--- src/rtl/fifo_batch_reader.sv ---
// rtl/fifo_batch_reader.sv - counted-batch read controller for a show-ahead FIFO
module fifo_batch_reader #(
  parameter int DATA_W = 8,
  parameter int CNT_W  = 5
) (
  input  logic              i_clock,
  input  logic              i_reset_n,
  input  logic              i_start,
  input  logic [CNT_W-1:0]  i_len,
  input  logic              i_abort,
  input  logic              i_f_empty_n,
  input  logic [DATA_W-1:0] i_fifo_data,
  output logic              o_read,
  output logic [DATA_W-1:0] o_out_data,
  output logic              o_out_valid,
  input  logic              i_out_ready,
  output logic              o_busy,
  output logic              o_done,
  output logic [DATA_W-1:0] o_checksum,
  output logic [CNT_W-1:0]  o_remaining
);

  typedef enum logic [1:0] {
    S_IDLE    = 2'd0,
    S_FETCH   = 2'd1,
    S_PRESENT = 2'd2,
    S_FINISH  = 2'd3
  } state_t;

  state_t              r_state;
  state_t              w_next;
  logic                w_read;
  logic [DATA_W-1:0]   r_out_data;
  logic                r_out_valid;
  logic [DATA_W-1:0]   r_checksum;
  logic [CNT_W-1:0]    r_remaining;

  // State register
  always_ff @(posedge i_clock) begin
    if (!i_reset_n) begin
      r_state <= S_IDLE;
    end else begin
      r_state <= w_next;
    end
  end

  // Next-state logic; abort overrides normal sequencing in any busy state
  always_comb begin
    w_next = r_state;
    if (i_abort && (r_state != S_IDLE)) begin
      w_next = S_IDLE;
    end else begin
      case (r_state)
        S_IDLE: begin
          if (i_start) begin
            w_next = (i_len != '0) ? S_FETCH : S_FINISH;
          end
        end
        S_FETCH: begin
          if (w_read) begin
            w_next = S_PRESENT;
          end
        end
        S_PRESENT: begin
          if (r_out_valid && i_out_ready) begin
            w_next = (r_remaining == '0) ? S_FINISH : S_FETCH;
          end
        end
        S_FINISH: begin
          w_next = S_IDLE;
        end
        default: begin
          w_next = S_IDLE;
        end
      endcase
    end
  end

  // State-decoded outputs; pop strobe depends only on state, flag and abort
  always_comb begin
    w_read = (r_state == S_FETCH) && i_f_empty_n && !i_abort;
    o_busy = (r_state != S_IDLE);
    o_done = (r_state == S_FINISH);
  end

  // Datapath: captured word, running checksum and words-left counter
  always_ff @(posedge i_clock) begin
    if (!i_reset_n) begin
      r_out_data  <= '0;
      r_out_valid <= 1'b0;
      r_checksum  <= '0;
      r_remaining <= '0;
    end else if (i_abort && (r_state != S_IDLE)) begin
      // Partial checksum is kept; a word held in PRESENT is simply dropped
      r_out_valid <= 1'b0;
      r_remaining <= '0;
    end else begin
      case (r_state)
        S_IDLE: begin
          if (i_start) begin
            r_checksum <= '0;
            if (i_len != '0) begin
              r_remaining <= i_len;
            end
          end
        end
        S_FETCH: begin
          if (w_read) begin
            r_out_data  <= i_fifo_data;
            r_out_valid <= 1'b1;
            r_checksum  <= r_checksum + i_fifo_data;
            r_remaining <= r_remaining - CNT_W'(1);
          end
        end
        S_PRESENT: begin
          if (r_out_valid && i_out_ready) begin
            r_out_valid <= 1'b0;
          end
        end
        default: begin
        end
      endcase
    end
  end

  assign o_read      = w_read;
  assign o_out_data  = r_out_data;
  assign o_out_valid = r_out_valid;
  assign o_checksum  = r_checksum;
  assign o_remaining = r_remaining;

endmodule

--- config.mk ---
export PLATFORM = sky130hd
export DESIGN_NAME = fifo_batch_reader
export DESIGN_NICKNAME = d
export VERILOG_FILES = /design/src/rtl/fifo_batch_reader.sv
export SDC_FILE = /design/constraint.sdc
export NUM_CORES = 1
export LEC_CHECK = 0
export CAP_MARGIN = 20
export CORE_UTILIZATION = 34
export DETAILED_ROUTE_END_ITERATION = 12
export HOLD_SLACK_MARGIN = 0.03
export SLEW_MARGIN = 40
export SYNTH_ARGS = -nofsm -noshare
export SYNTH_HDL_FRONTEND = slang
export SYNTH_SLANG_ARGS = --single-unit
--- constraint.sdc ---
create_clock -name i_clock -period 4.6 [get_ports i_clock]
set_input_delay 1.38 -clock i_clock [delete_from_list [all_inputs] [get_ports i_clock]]
set_output_delay 1.38 -clock i_clock [all_outputs]
set_load 0.01 [all_outputs]
==> results.cfg, run 1 <==
[synthesis]
yosysTopAreaCellShare_pct = 34.6
synth_edf_count = 0
avgSynthCellArea_um2 = 8.07
synth_seq_cells = 24
synth_fp_nets = 200
synth.most_common_cell = nand2_1
synth_area_leader_cell = dfxtp_1
synthArstFlopShare_pct = 0
synth_area_leaders = dfxtp_1 35%, nand2_1 7.6%, ha_1 7.2%
synth_cells = 172
synth_warnings = 0
synthTopCellsByCount = 28 x nand2_1, 24 x dfxtp_1, 10 x a21oi_1, 10 x nor2_1
synth.distinct_cells = 44
synth_area_um2 = 1390
yosysSeqAreaShare_pct = 34.6
synth_ff_type = dfxtp_1

[global_routing]
grt_max_degree = 23
overflow = 0
grt_pass1_vias = 1320
track_usage_pct = 17.8
antenna_found_initial = 0
grt_pass1_wl_um = 5900

[place]
dpl.hpwl_um = 2600
place_congestion = 0.791
io_buffers = 43

[detailed_routing]
routedWlPerCell_um = 13.2
routed_wl_um = 3440
drtIter0Drc = 73
vias_per_cell = 5.15
postRouteAntennaNets = 0
first_pass_iters = 4
num_vias = 1345
post-route-drc-count = 0

[run]
drv_cap = 0

[worst_setup_path]
end_kind = output pin
worst_path_most_repeated_cell = clkdlybuf4s50_1
critPathSlowestCell = clkdlybuf4s50_1
crit_fanout = 9
cp.required_ps = 3220
worstPathCellList = clkdlybuf4s50_1, nor2_1, nand2_2, inv_2, clkdlybuf4s50_1
worstPathArrival_ps = 2820
crit_type = in -> out
cpPeakStageDelay_ps = 530
start_kind = input port

[cells_and_area]
multiInputGateArea_um2 = 861
drive_gt1_share_pct = 4.69
ff_latch_area_um2 = 480
area_delta_synth_final_pct = 36.9
diodes = 0
nets = 243
fillers = 384

[cts]
cts_max_level = 1
hold_buffers = 0
cts_tree = built
root_buffer = clkbuf_8
clock-sinks = 24
cts_resized = 0
cts_made_buffers = 3
insertion_delay_ps = 270
clockBufferDepth = 2
clk_pin_slew_worst_paths_ps = 80
cts_setup_buffers = 0

[power_and_ir_drop]
leakage_nw = 0.717
power_frac_clock_pct = 27.3
power_frac_comb_pct = 23.8
ir_drop_mv = 0.196
p_int_mw = 0.332
net-switching-power_mw = 0.127
powerDensity_nw_per_um2 = 241
p_seq_share_pct = 48.9
swShare_pct = 27.6

[outcome]
status = complete, no violations

[die]
start_util_pct = 36.5
rows = 22
dieHeight_um = 65.9
core_area_um2 = 3800
dieArea_um2 = 4340
die_w_um = 65.9
ios = 44

[timing]
final-hold-violation-count = 0
slew_headroom_pct = 54.0
worstMarginPinSlew_ps = 687
max_freq_ghz = 0.238
final.min_clock_period_ps = 4200
fin_skew_ps = 1.46
post-route-period-util_pct = 91.2
rsz0062_at_grt = no
whs_ps = 454
fin_setup_tns_ps = 0
setup-violations-final = 0
slew_viol_final = 0

[worst_hold_path]
hold_class = reg -> reg
## power by group through the flow
stage | Combinational (mW) | Clock (mW) | Sequential, mW
floorplan | 0.0584 | 0 | 0.231
global placement | 0.106 | 0 | 0.229
detailed placement | 0.109 | 0 | 0.229
CTS | 0.110 | 0.133 | 0.224
global route | 0.120 | 0.140 | 0.226
finish | 0.109 | 0.125 | 0.224
## worst max-delay path: cells and delay by family
family / cells / cell delay [ps]
buffers and inverters: 3 / 1110
AND/OR/NAND/NOR: 2 / 330
## final cells by class
type / count / area share, %
multi-input combinational: 137 / 45.3
inverter: 5 / 0.988
sequential: 24 / 25.3
tap: 48 / 3.16
timing repair buffer: 44 / 23.1
clock buffer: 3 / 2.17
## flip-flops by register name, indices dropped and copies added, names as in the netlist
| name | flops |
|---|---|
| o_checksum | 8 |
| o_out_data | 8 |
| o_out_valid | 1 |
| o_remaining | 5 |
| r_state | 2 |
## layout by cell type, fill, tap and decap left out, types with 4 or more instances in the layout
cell type        netlist  final
ha_1                   8      8
inv_1                  4      4
o21ai_1                7      7
a22oi_1                4      4
clkdlybuf4s50_1        0     43
nor3_1                 6      6
dfxtp_1               24     24
a21boi_1               8      8
a21oi_1               10     10
nand2_1               28     28
nor2_1                10     10
nor2b_1                7      7
nand3_1                5      5
xnor2_1                4      4
## metrics by stage
step | std cells | util, % | total power, mW | setup slack, ps | cell area, um^2
final | 261 | 50.0 | 0.458 | 405 | 1900
after global routing | 261 | 50.0 | 0.487 | 328 | 1900
after CTS | 261 | 50.0 | 0.467 | 383 | 1900
after detailed placement | 258 | 48.9 | 0.338 | 383 | 1860
after global placement | 258 | 48.9 | 0.334 | 429 | 1860
after floorplan | 172 | - | 0.289 | 1330 | 1390
## worst paths after layout
kind | from | end | slack (ps) | cells past startpoint
setup reg to reg | r_state[0]$_SDFFE_PP0P_ | o_checksum[7]$_SDFFE_PN0P_ | 2520 | 9
hold reg to reg | o_out_data[5]$_SDFFE_PN0P_ | o_out_data[5]$_SDFFE_PN0P_ | 450 | 2
setup / recovery | i_abort | o_read | 400 | 5
hold / removal | o_out_data[5]$_SDFFE_PN0P_ | o_out_data[5]$_SDFFE_PN0P_ | 450 | 2
## metal layers
layer	part of all wire (%)	vias up	GRT usage, %	wire, um
li1	-	688	-	-
met1	43	621	21.2	1480
met2	52	33	31.6	1780
met3	4.4	3	3.79	151
met4	0.78	0	4.89	27
met5	0	-	0	0
## cell families after synthesis
group	synth area share (%)
and+or+nand+nor	27.0
AOI/OAI and AO/OA	21.0
DFF	34.6
buffers and inverters	3.34
adders and majority gates	8.66
xor gates and xnor gates	3.16
muxes	2.25
Note: power is estimated with default switching activity, not from simulation.
==> inputs of run 2 (changes only) <==
CORE_MARGIN = 2   (was unset)
==> run 2 against run 1 <==
Cell count is 1.1% higher. Global-route usage is 1.6 points lower. Cell area is 0.86% higher. Combinational power hardly changed. Critical path depth stayed put. Utilization is 1.8 points lower. First-iteration DRC count is 48% higher. Clock power is 13% higher. Wire length is 0.81% lower. Non-clock buffer count stayed put. Sequential cell count stayed put. Register-to-register slack worse by 20 ps.
==> results.cfg, run 2 (same netlist as run 1, synthesis figures left out) <==
[place]
placed_area_um2 = 1860
placed_cells = 260
pre_cts_slack_ps = 403
place_congestion = 0.812
io_buffers = 43
dpl.hpwl_um = 2590

[die]
dieHeight_um = 67.9
start_util_pct = 34.9
core_area_um2 = 3970
rows = 23
dieArea_um2 = 4610
die_w_um = 67.9
ios = 44

[timing]
rsz0062_at_grt = no
final-hold-violation-count = 0
post-route-period-util_pct = 91.3
fin_skew_ps = 2.58
worstMarginPinSlew_ps = 688
setup-violations-final = 0
max_freq_ghz = 0.238
whs_ps = 463
fin_setup_tns_ps = 0
setup_ws_ps = 399
slew_headroom_pct = 54.0
final.min_clock_period_ps = 4200
slew_viol_final = 0

[cts]
cts_setup_buffers = 0
cts_made_buffers = 3
cts_tree = built
clk_pin_slew_worst_paths_ps = 80
clock-sinks = 24
root_buffer = clkbuf_8
insertion_delay_ps = 260
clockBufferDepth = 2
cts_max_level = 1
hold_buffers = 0
cts_resized = 0

[global_routing]
grt_pass1_vias = 1315
track_usage_pct = 16.2
antenna_found_initial = 0
grt_pass1_wl_um = 5790
grt_max_degree = 23
overflow = 0

[detailed_routing]
post-route-drc-count = 0
drtIter0Drc = 108
first_pass_iters = 4
num_vias = 1362
routedWlPerCell_um = 12.9
postRouteAntennaNets = 0
vias_per_cell = 5.16
routed_wl_um = 3410

[cells_and_area]
final_common_cell = clkdlybuf4s50_1
nets = 243
fin_cells = 264
fin_util_pct = 48.2
drive_gt1_share_pct = 5.14
diodes = 0
fin_area_um2 = 1920
area_delta_synth_final_pct = 38.1
layout_common_cells = 43 x clkdlybuf4s50_1, 28 x nand2_1, 24 x dfxtp_1

[worst_setup_path]
start_kind = input port
r2r_cells = 9
cp.required_ps = 3220
crit_fanout = 9
crit_type = in -> out
worstPathArrival_ps = 2820
end_kind = output pin
worst_path_most_repeated_cell = clkdlybuf4s50_1
critPathSlowestCell = clkdlybuf4s50_1
worstPathCellList = clkdlybuf4s50_1, nor2_1, nand2_2, inv_2, clkdlybuf4s50_1
r2r-end = o_checksum[7]$_SDFFE_PN0P_
r2r-start = r_state[0]$_SDFFE_PP0P_
cpPeakStageDelay_ps = 520
r2r_setup_slack_ps = 2500

[power_and_ir_drop]
leakage_nw = 0.724
powerDensity_nw_per_um2 = 247
total_power_mw = 0.473
ir_drop_mv = 0.107

[worst_hold_path]
min_path_cells = 2
hp-start = o_out_data[2]$_SDFFE_PN0P_
min_to = o_out_data[2]$_SDFFE_PN0P_
hold_class = reg -> reg

[run]
drv_cap = 0

[outcome]
status = complete, no violations
## run 2: cell count changes in the layout (fill, tap and decap cells not counted), sizes merged
cell / before / now
clkbuf: 3 / 4
## run 2: worst max path at each step
stage                       start      to  slack [ps]  cells past startpoint
final                     i_abort  o_read         400                      5
after detailed placement  i_abort  o_read         400                      5
after CTS                 i_abort  o_read         400                      5
after global placement    i_abort  o_read         440                      5
after global routing      i_abort  o_read         290                      5
after floorplan           i_abort  o_read        1330                      4
## run 2: worst max-delay path, delay by kind of cell
kind / cells / cell delay (ps)
buffers and inverters: 3 / 1100
AND/OR/NAND/NOR: 2 / 330
## run 2: area by class of cell
type,instances,area (um^2)
fill,392,2060
timing repair buffer,44,438
inverter,5,18.8
sequential,24,480
clock buffer,4,55.1
multi-input combinational,137,861
tap,50,62.6
## run 2: layer usage
metal / GRT usage, % / wire (um) / vias up
li1: - / - / 691
met1: 22.8 / 1650 / 635
met2: 25.5 / 1580 / 34
met3: 2.14 / 155 / 2
met4: 5.50 / 23 / 0
met5: 0 / 0 / -
## run 2: report_power, final
| group | leakage (nW) | internal (mW) | switching (mW) |
|---|---|---|---|
| Clock | 0.0288 | 0.0762 | 0.0644 |
| Sequential | 0.195 | 0.216 | 0.00847 |
| Combinational | 0.501 | 0.0570 | 0.0507 |
==> inputs of run 3 (changes only) <==
HOLD_SLACK_MARGIN = 0.08   (was 0.03)
TNS_END_PERCENT = 20   (was unset)
==> results of run 3 <==
No change in the layout: final DEF, timing and power equal those of run 2.
